**config.mk**
```make
export PLATFORM = sky130hd
export DESIGN_NAME = match_round_controller
export DESIGN_NICKNAME = d
export VERILOG_FILES = /design/src/rtl/match_round_controller.sv
export SDC_FILE = /design/constraint.sdc
export NUM_CORES = 1
export LEC_CHECK = 0
export ABC_AREA = 1
export BUFFER_PORTS_ARGS = -buffer_cell sky130_fd_sc_hd__buf_2
export CAP_MARGIN = 30
export CORE_UTILIZATION = 35
export DETAILED_ROUTE_END_ITERATION = 16
export GPL_ROUTABILITY_DRIVEN = 0
export HOLD_SLACK_MARGIN = 0.08
export MAX_ROUTING_LAYER = met4
export PLACE_DENSITY = 0.52
export SYNTH_ARGS = -nofsm -noshare
export SYNTH_HDL_FRONTEND = slang
export SYNTH_SLANG_ARGS = --single-unit
```
**constraint.sdc**
```tcl
create_clock -name clk -period 3 [get_ports clk]
set_clock_uncertainty 0.1 [all_clocks]
set_input_delay 0.45 -clock clk [delete_from_list [all_inputs] [get_ports clk]]
set_output_delay 0.45 -clock clk [all_outputs]
set_load 0.1 [all_outputs]
```
**src/rtl/match_round_controller.sv**
```systemverilog
// match_round_controller: best-of-N match sequencer for the game top level.
// Intro countdown, timed fight, KO/timeout tally, match over, hold-to-restart.
module match_round_controller #(
    parameter int ROUNDS_TO_WIN = 2,
    parameter int MAX_ROUNDS    = 5,
    parameter int ROUND_SECONDS = 60,
    parameter int TICKS_PER_SEC = 20,
    parameter int INTRO_TICKS   = 60,
    parameter int RESULT_TICKS  = 40,
    parameter int HOLD_TICKS    = 40,
    parameter int HEALTH_W      = 9
) (
    input  logic                               clk,
    input  logic                               reset,
    input  logic                               tick,
    input  logic [HEALTH_W-1:0]                health_1,
    input  logic [HEALTH_W-1:0]                health_2,
    input  logic                               restart_req,
    input  logic                               force_reset,
    output logic [1:0]                         phase,
    output logic                               freeze,
    output logic                               round_reset,
    output logic [$clog2(MAX_ROUNDS+1)-1:0]    round_num,
    output logic [$clog2(ROUNDS_TO_WIN+1)-1:0] wins_p1,
    output logic [$clog2(ROUNDS_TO_WIN+1)-1:0] wins_p2,
    output logic [6:0]                         seconds_left,
    output logic [1:0]                         round_winner,
    output logic [1:0]                         match_winner
);

    localparam int RW       = $clog2(MAX_ROUNDS + 1);
    localparam int WW       = $clog2(ROUNDS_TO_WIN + 1);
    localparam int STEP_MAX = (INTRO_TICKS > RESULT_TICKS) ? INTRO_TICKS
                                                           : RESULT_TICKS;
    localparam int PW       = $clog2(STEP_MAX + 1);
    localparam int SW       = $clog2(TICKS_PER_SEC + 1);
    localparam int HW       = $clog2(HOLD_TICKS + 1);

    localparam logic [PW-1:0] INTRO_LAST  = PW'(INTRO_TICKS - 1);
    localparam logic [PW-1:0] RESULT_LAST = PW'(RESULT_TICKS - 1);
    localparam logic [SW-1:0] SUB_LAST    = SW'(TICKS_PER_SEC - 1);
    localparam logic [HW-1:0] HOLD_LAST   = HW'(HOLD_TICKS - 1);
    localparam logic [HW-1:0] HOLD_FULL   = HW'(HOLD_TICKS);
    localparam logic [WW-1:0] WIN_FULL    = WW'(ROUNDS_TO_WIN);
    localparam logic [RW-1:0] ROUND_LAST  = RW'(MAX_ROUNDS);
    localparam logic [RW-1:0] RN_FIRST    = RW'(1);
    localparam logic [6:0]    SEC_START   = 7'(ROUND_SECONDS);

    localparam logic [1:0] R_NONE = 2'b00;
    localparam logic [1:0] R_P1   = 2'b01;
    localparam logic [1:0] R_P2   = 2'b10;
    localparam logic [1:0] R_DRAW = 2'b11;

    typedef enum logic [1:0] {
        INTRO      = 2'd0,
        FIGHT      = 2'd1,
        ROUND_END  = 2'd2,
        MATCH_OVER = 2'd3
    } phase_t;

    phase_t        state;
    logic [PW-1:0] step_cnt;
    logic [SW-1:0] sub_cnt;
    logic [HW-1:0] force_cnt;
    logic [HW-1:0] restart_cnt;

    logic          force_fire;
    logic          restart_fire;
    logic          full_reset;
    logic          ko_1;
    logic          ko_2;
    logic          ko_any;
    logic          sub_wrap;
    logic [6:0]    sec_next;
    logic [1:0]    fight_result;
    logic [1:0]    match_result;

    assign phase = state;

    // Hold-to-fire detection: fires on the tick the count reaches HOLD_TICKS
    always_comb begin
        force_fire   = tick && force_reset && (force_cnt == HOLD_LAST);
        restart_fire = tick && restart_req && (state == MATCH_OVER)
                       && (restart_cnt == HOLD_LAST);
        full_reset   = force_fire || restart_fire;
    end

    // Round resolution from health and the next round-clock value
    always_comb begin
        ko_1     = (health_1 == '0);
        ko_2     = (health_2 == '0);
        ko_any   = ko_1 || ko_2;
        sub_wrap = (sub_cnt == SUB_LAST);
        sec_next = seconds_left;
        if (sub_wrap && seconds_left != 7'd0)
            sec_next = seconds_left - 7'd1;
        fight_result = R_NONE;
        if (ko_1 && ko_2)
            fight_result = R_DRAW;
        else if (ko_1)
            fight_result = R_P2;
        else if (ko_2)
            fight_result = R_P1;
        else if (sec_next == 7'd0) begin
            if (health_1 > health_2)
                fight_result = R_P1;
            else if (health_2 > health_1)
                fight_result = R_P2;
            else
                fight_result = R_DRAW;
        end
    end

    // Match decision taken when the result display ends
    always_comb begin
        match_result = R_NONE;
        if (wins_p1 == WIN_FULL)
            match_result = R_P1;
        else if (wins_p2 == WIN_FULL)
            match_result = R_P2;
        else if (round_num == ROUND_LAST) begin
            if (wins_p1 > wins_p2)
                match_result = R_P1;
            else if (wins_p2 > wins_p1)
                match_result = R_P2;
            else
                match_result = R_DRAW;
        end
    end

    // force_reset hold counter; stays saturated until the switch drops
    always_ff @(posedge clk or negedge reset) begin
        if (!reset) begin
            force_cnt <= '0;
        end else if (tick) begin
            if (!force_reset)
                force_cnt <= '0;
            else if (force_cnt != HOLD_FULL)
                force_cnt <= force_cnt + 1'b1;
        end
    end

    // restart_req hold counter; only armed while the match is over
    always_ff @(posedge clk or negedge reset) begin
        if (!reset) begin
            restart_cnt <= '0;
        end else if (tick) begin
            if (!restart_req || state != MATCH_OVER)
                restart_cnt <= '0;
            else if (restart_cnt != HOLD_FULL)
                restart_cnt <= restart_cnt + 1'b1;
        end
    end

    // Match phase sequencer with registered outputs
    always_ff @(posedge clk or negedge reset) begin
        if (!reset) begin
            state        <= INTRO;
            freeze       <= 1'b1;
            round_reset  <= 1'b0;
            round_num    <= RN_FIRST;
            wins_p1      <= '0;
            wins_p2      <= '0;
            seconds_left <= SEC_START;
            round_winner <= R_NONE;
            match_winner <= R_NONE;
            step_cnt     <= '0;
            sub_cnt      <= '0;
        end else begin
            round_reset <= 1'b0;
            if (full_reset) begin
                state        <= INTRO;
                freeze       <= 1'b1;
                round_reset  <= 1'b1;
                round_num    <= RN_FIRST;
                wins_p1      <= '0;
                wins_p2      <= '0;
                seconds_left <= SEC_START;
                round_winner <= R_NONE;
                match_winner <= R_NONE;
                step_cnt     <= '0;
                sub_cnt      <= '0;
            end else if (tick) begin
                unique case (state)
                    INTRO: begin
                        if (step_cnt == INTRO_LAST) begin
                            step_cnt     <= '0;
                            state        <= FIGHT;
                            freeze       <= 1'b0;
                            seconds_left <= SEC_START;
                            sub_cnt      <= '0;
                            round_winner <= R_NONE;
                        end else begin
                            step_cnt <= step_cnt + 1'b1;
                        end
                    end
                    FIGHT: begin
                        if (!ko_any) begin
                            sub_cnt      <= sub_wrap ? '0 : sub_cnt + 1'b1;
                            seconds_left <= sec_next;
                        end
                        if (fight_result != R_NONE) begin
                            round_winner <= fight_result;
                            state        <= ROUND_END;
                            freeze       <= 1'b1;
                            step_cnt     <= '0;
                            if (fight_result == R_P1 && wins_p1 != WIN_FULL)
                                wins_p1 <= wins_p1 + 1'b1;
                            if (fight_result == R_P2 && wins_p2 != WIN_FULL)
                                wins_p2 <= wins_p2 + 1'b1;
                        end
                    end
                    ROUND_END: begin
                        if (step_cnt == RESULT_LAST) begin
                            step_cnt <= '0;
                            if (match_result != R_NONE) begin
                                state        <= MATCH_OVER;
                                match_winner <= match_result;
                            end else begin
                                round_num   <= round_num + 1'b1;
                                state       <= INTRO;
                                round_reset <= 1'b1;
                            end
                        end else begin
                            step_cnt <= step_cnt + 1'b1;
                        end
                    end
                    MATCH_OVER: begin
                    end
                endcase
            end
        end
    end

endmodule

```
Word-level counts from Yosys, hierarchy flattened:

Index checks and enable logic that the tools add are counted.

* RAM bits: 0
* memory bits (read-only): 0
* bits in registers: 45
* output and inout bits: 22
* latch bits: 0
* memories: 0
* input bits: 23
* logic and storage cells: 165

* equality and inequality tests: 24
* order comparisons: 4
* add/sub/neg operators: 8
* reduce and logical (&&, ||, !) cells: 41
* shift operators: 0
* muxes and demuxes: 75
* $mul: 0
* bitwise operators: 0
* div/mod/pow operators: 0

Operators by type and width (number)
* $mux 2: 34
* $mux 6: 9
* $mux 7: 5
* $mux 5: 5
* $eq 6x6->1 const B: 4
* $reduce_and 4->1: 6
* $reduce_bool 2->1: 11
* $add 6x1->6 const B: 3
* $gt 9x9->1: 2
* $logic_not 9->1: 2
* $pmux 6 s3: 1
* $mux 3: 5
* $pmux 7 s2: 1
* $ne 3x3->1 const B: 4
* $ne 6x6->1 const B: 2
* $mux 1: 11
* $eq 2x2->1 const B: 5
* $pmux 5 s2: 1
* $logic_and 1x1->1: 9
* $ne 2x2->1 const B: 4
* $logic_not 7->1: 1
* $reduce_bool 7->1: 1
* $sub 7x1->7 const B: 1
* $pmux 2 s3: 1
* other kinds (18): 24

Logic depth before layout (Yosys ltp):

* depth in word-level cells: 15
* depth in mapped cells: 18
* mapped depth without buffers: 18

Worst setup path before layout:

OpenSTA, ideal clock, no wires.

* path kind: register to register
* start: reg seconds_left[0]
* end: reg state[0] (netlist: phase[0])
* setup time: 123 ps
* clock period less this slack: 2917 ps
* data required time: 2777 ps
* path buffers: 1
* path slack: 83 ps
* data arrival time: 2694 ps
* cell stages (with the launch flop): 18
* cell sequence: dfrtp_1 > inv_1 > ha_1 > inv_1 > nor2_1 > nand3_4 > nand2_4 > nand2_1 > nand2_2 > nor2_2 > nand2_2 > nor2_4 > a21oi_2 > nand3_2 > buf_6 > nand3_2 > nand2_1 > nand2_1

* longest elaborated chain between the ends: 11
* elaborated cells on any way between the ends: 12
* classes of those cells: add/sub (1); eq/ne (1); mux (5); reduce/logical (5)

RTL lines
* from (decl): line 26 `output logic [6:0] seconds_left,`
* from (signal assigned): line 200 `seconds_left <= sec_next;`
* branches (longest 2 deep; another with $sub 7x1->7)
* $mux 7 (*): line 95 `if (sub_wrap && seconds_left != 7'd0)`
* $logic_not 7->1 (*): line 104 `else if (sec_next == 7'd0) begin`
* $mux 2 (*): line 104
* $mux 2 (*): line 102 `else if (ko_2)`
* $mux 2 (*): line 100 `else if (ko_1)`
* $mux 2 (*): line 98 `if (ko_1 && ko_2)`
* $reduce_bool 2->1 (*): line 202 `if (fight_result != R_NONE) begin`
* $ne 3x3->1 (no line) (*)
* $reduce_and 5->1 (no line) (*)
* to (signal assigned): line 204 `state <= ROUND_END;`
* to (signal assigned): line 217 `state <= MATCH_OVER;`
* to (signal assigned): line 221 `state <= INTRO;`
* to (decl): line 61 `phase_t state;`

Every way passes the cells marked *.
A chain may end at the register's enable or synchronous reset.

Final worst setup path:

* start: reg state[0] (netlist: phase[0])
* end: reg sub_cnt[0]

* longest elaborated chain between the ends: 6
* elaborated cells on any way between the ends: 14
* classes of those cells: eq/ne (4); mux (3); reduce/logical (7)

RTL lines
* from (signal assigned): line 158 `state <= INTRO;`
* from (signal assigned): line 172 `state <= INTRO;`
* from (signal assigned): line 188 `state <= FIGHT;`
* $eq 2x2->1: line 83 `restart_fire = tick && restart_req && (state == MATCH_OVER)`
* $logic_and 1x1->1: line 83
* $logic_and 1x1->1: line 84 `&& (restart_cnt == HOLD_LAST);`
* $logic_or 1x1->1: line 85 `full_reset = force_fire || restart_fire;`
* $ne 3x3->1 (no line) (tied with other cells)
* $reduce_and 4->1 (no line)
* to (signal assigned): line 199 `sub_cnt <= sub_wrap ? '0 : sub_cnt + 1'b1;`
* to (decl): line 63 `logic [SW-1:0] sub_cnt;`

Parallel ways exist; a longest one is shown, timed or not. The select of a mux whose other input is x is not followed.

==> summary.txt <==
Run status
  • Outcome: finished clean

Finish
  • Nets@finish: 528
  • Fill count: 928
  • Final core occ: 41.93%
  • Final Instance Area: 0.003710 mm^2
  • Layout cells sized above 1: 19.00%
  • N_diodes: 0
  • Area Growth Syn to Fin: 14.48%

Setup path
  • Worst R2R Start: phase[0]
  • Setup crit start: phase[0]
  • CP Capture Type: flop
  • Crit-path max cell delay: 0.43 ns
  • Crit path max-delay cell type: dfrtp_1
  • Cell mode on critical path: nand2_1
  • Crit Path Class: flop to flop
  • Critical path required time: 3.10 ns
  • R2r setup slk: 0.46 ns
  • CP Cell Sequence: ha_1 > nand2_1 > nor3_2 > nand3_1 > nand2_1 > nand2_1 > inv_2 > nor2_4 > nand2_1 > nand2_2 > inv_2 > a31oi_1 > a21oi_1
  • CP startpoint kind: flop
  • Arr. time, crit path: 2.64 ns
  • Worst Path Max Fanout: 12

Synthesis
  • Largest family of logic cells by synthesized area: simple AND/OR/NAND/NOR gates
  • Area share of fa/ha/maj cells after synthesis: 10.42%
  • Post-synth EDFFs: 0
  • Synth cell types: 42
  • Cell Area, Synth: 0.003241 mm^2
  • Post-Syn Instances: 429
  • Xor/xnor cell area share of the yosys netlist: 2.162%
  • #FFs+latches synth: 45
  • Ys flop type: dfrtp_1
  • Post-synthesis mux area share: 0%
  • Synth top area cells: dfrtp_1, nand2_1, ha_1
  • Biggest area consumer among synthesized cells: dfrtp_1
  • Simple-Gate Fraction of Synth Area: 34.02%
  • Ys async rst share: 100.0%
  • Mean Syn Cell Area: 7.554 um^2
  • Sequential share of the synthesized area: 34.98%
  • Share of the synthesized area in the top cell type: 30.12%
  • Post-synth net total: 479
  • Synth warn: 0
  • Compound-Gate Fraction of Synth Area: 9.768%

Drt
  • WL final: 7080 um
  • DR vias/cell: 4.874
  • Via count: 2861
  • DRC errors left: 0
  • DR WL/cell: 12.06 um
  • Initial DRC count: 90
  • Final ANT Viol Nets: 0
  • Iteration count of the initial detailed-routing pass: 4

Die
  • Die Y-Extent: 98.23 um
  • IO Count: 45
  • Die W: 98.23 um
  • Core Area: 0.008848 mm^2
  • Rows: 34
  • Initial Utilization: 36.62%
  • Full die area: 0.009648 mm^2

Global route
  • Vias in the first global route: 2804
  • Initial antenna violation count: 0
  • Gr ovfl total: 0
  • GRT Resource Usage Total: 16.59%
  • First-pass GRT wire length: 12800 um
  • Pin count of the biggest net entering global routing: 29

STA
  • Setup_tns: 0 ns
  • Slew headroom: 67.12%
  • RSZ-0062 raised after global routing: no
  • Final Hold Vio Count: 0
  • Count of pins over their slew limit: 0
  • Worst-Margin Slew: 0.4887 ns
  • Final setup viols: 0
  • Minimum clock period: 2.539 ns
  • Max Clk Rate: 393.9 MHz
  • Tcrit/Tclk final: 84.63%

CTS
  • H-tree levels: 2
  • CTS tree: built
  • Inserted Clock Buffers: 5
  • Post-CTS Setup Inserts: 0
  • Clock Latency Late Sink: 0.31 ns
  • CTS clock-pin slew for the worst setup and hold paths: 0.10 ns
  • Root Driver: clkbuf_8
  • Sink Count: 45
  • # hold bufs at CTS: 1
  • Post-cts resize count: 0
  • CTS max path bufs: 2

Power and ir drop
  • Leakage power: 1.869 nW
  • Pwr dens: 686.1 mW/mm^2
  • Peak supply drop: 0.3088 mV

Placed design
  • DP Area: 0.003583 mm^2
  • Port Buf Inserts: 44
  • Dpl hpwl: 5566 um

Hold path
  • Hold Path Class: primary input to flop
  • HP Start: force_reset

Flow run
  • Max-cap viol count: 0
## critical path: cells and delay by family, from the launching register on
| kind | cells | cell delay (ns) |
|---|---|---|
| AND/OR/NAND/NOR | 8 | 1.11 |
| flip-flops | 1 | 0.43 |
| buffers and inverters | 2 | 0.35 |
| adder cells (fa/ha/maj) | 1 | 0.21 |
| AO/OA/AOI/OAI | 2 | 0.21 |
## final cells by class
| cell class | count | area (um^2) | area share (%) |
|---|---|---|---|
| clock buffers | 5 | 68.82 | 1.855 |
| clock inverters | 3 | 47.55 | 1.282 |
| inverters | 64 | 240.2 | 6.476 |
| multi-input cells | 315 | 1827 | 49.24 |
| flip-flops and latches | 45 | 1134 | 30.56 |
| well taps | 108 | 135.1 | 3.643 |
| repair buffers | 47 | 257.7 | 6.948 |
## worst paths after layout
kind	to	cells past startpoint
setup / recovery	sub_cnt[0]	13
hold / removal	force_cnt[1]	3
setup reg to reg	sub_cnt[0]	13
hold reg to reg	freeze	2
max in group asynchronous	freeze	3
min in group asynchronous	seconds_left[0]	2
## kinds of logic after synthesis
group,after synthesis
simple gates,227
buf+inv,69
compound gates,53
flops,45
fa+ha+maj,27
xor+xnor,8
## through the flow
step | instances | hold slack, ns | setup slack (ns) | power [mW]
floorplan | 429 | 0.05441 | 0.08312 | 1.834
global placement | 577 | 0.3751 | 0.4569 | 2.065
detailed placement | 578 | 0.3171 | 0.4201 | 2.072
CTS | 587 | 0.3252 | 0.4173 | 2.567
global route | 587 | 0.3493 | 0.1284 | 2.742
finish | 587 | 0.3299 | 0.4611 | 2.545
## cells in the mapped netlist (4+ instances only)
cell type	number
ha_1	27
nor2_4	4
nor3_1	10
dfrtp_1	39
xor2_1	7
nand4_1	15
nand3_2	4
o21ai_1	4
nor2_1	42
inv_1	60
nand3_1	33
dfstp_2	6
a21oi_1	12
inv_2	4
nand2_1	94
o21ai_0	18
nor2_2	4
nand2_2	8
## where the power goes
part	internal, mW	leakage, nW	switching (mW)	total (mW)
clock	0.254	0.0591	0.235	0.489
sequential	0.721	0.584	0.126	0.848
combinational	0.304	1.23	0.905	1.21
total	1.28	1.87	1.27	2.55
## registers in the layout, summed over array words and instances, names as in the netlist
name          count
sub_cnt           5
phase             2
step_cnt          6
seconds_left      7
round_num         3
round_reset       1
force_cnt         6
freeze            1
wins_p2           2
round_winner      2
wins_p1           2
match_winner      2
restart_cnt       6
## metal layers
metal	vias to the layer above	GRT usage [%]	wire, um	share of wire (%)
li1	1508	-	-	-
met1	1302	22.17	3643	51
met2	47	26.49	3141	44
met3	4	2.577	257	3.6
met4	0	3.789	38	0.54
met5	-	-	0	0
## cells in the final DEF (no fill, tap or decap), types with 2 or more instances in the layout
| cell | count |
|---|---|
| dfrtp_1 | 39 |
| nand2_1 | 94 |
| buf_2 | 44 |
| inv_1 | 60 |
| nand4_1 | 15 |
| o21ai_1 | 4 |
| clkbuf_8 | 5 |
| a21oi_2 | 3 |
| xor2_1 | 7 |
| o41ai_1 | 2 |
| nor3b_1 | 3 |
| dfstp_2 | 6 |
| inv_2 | 4 |
| ha_1 | 27 |
| nor3_1 | 10 |
| nand2_2 | 8 |
| a211oi_1 | 2 |
| nor2_4 | 4 |
| nor2_2 | 4 |
| inv_6 | 2 |
| a21oi_1 | 12 |
| o21ai_0 | 18 |
| o21a_1 | 3 |
| nand3_2 | 4 |
| a22oi_1 | 2 |
| a31oi_1 | 3 |
| nand3_1 | 33 |
| nand3b_1 | 2 |
| nor2_1 | 42 |
Power figures use the tool's default switching activity.
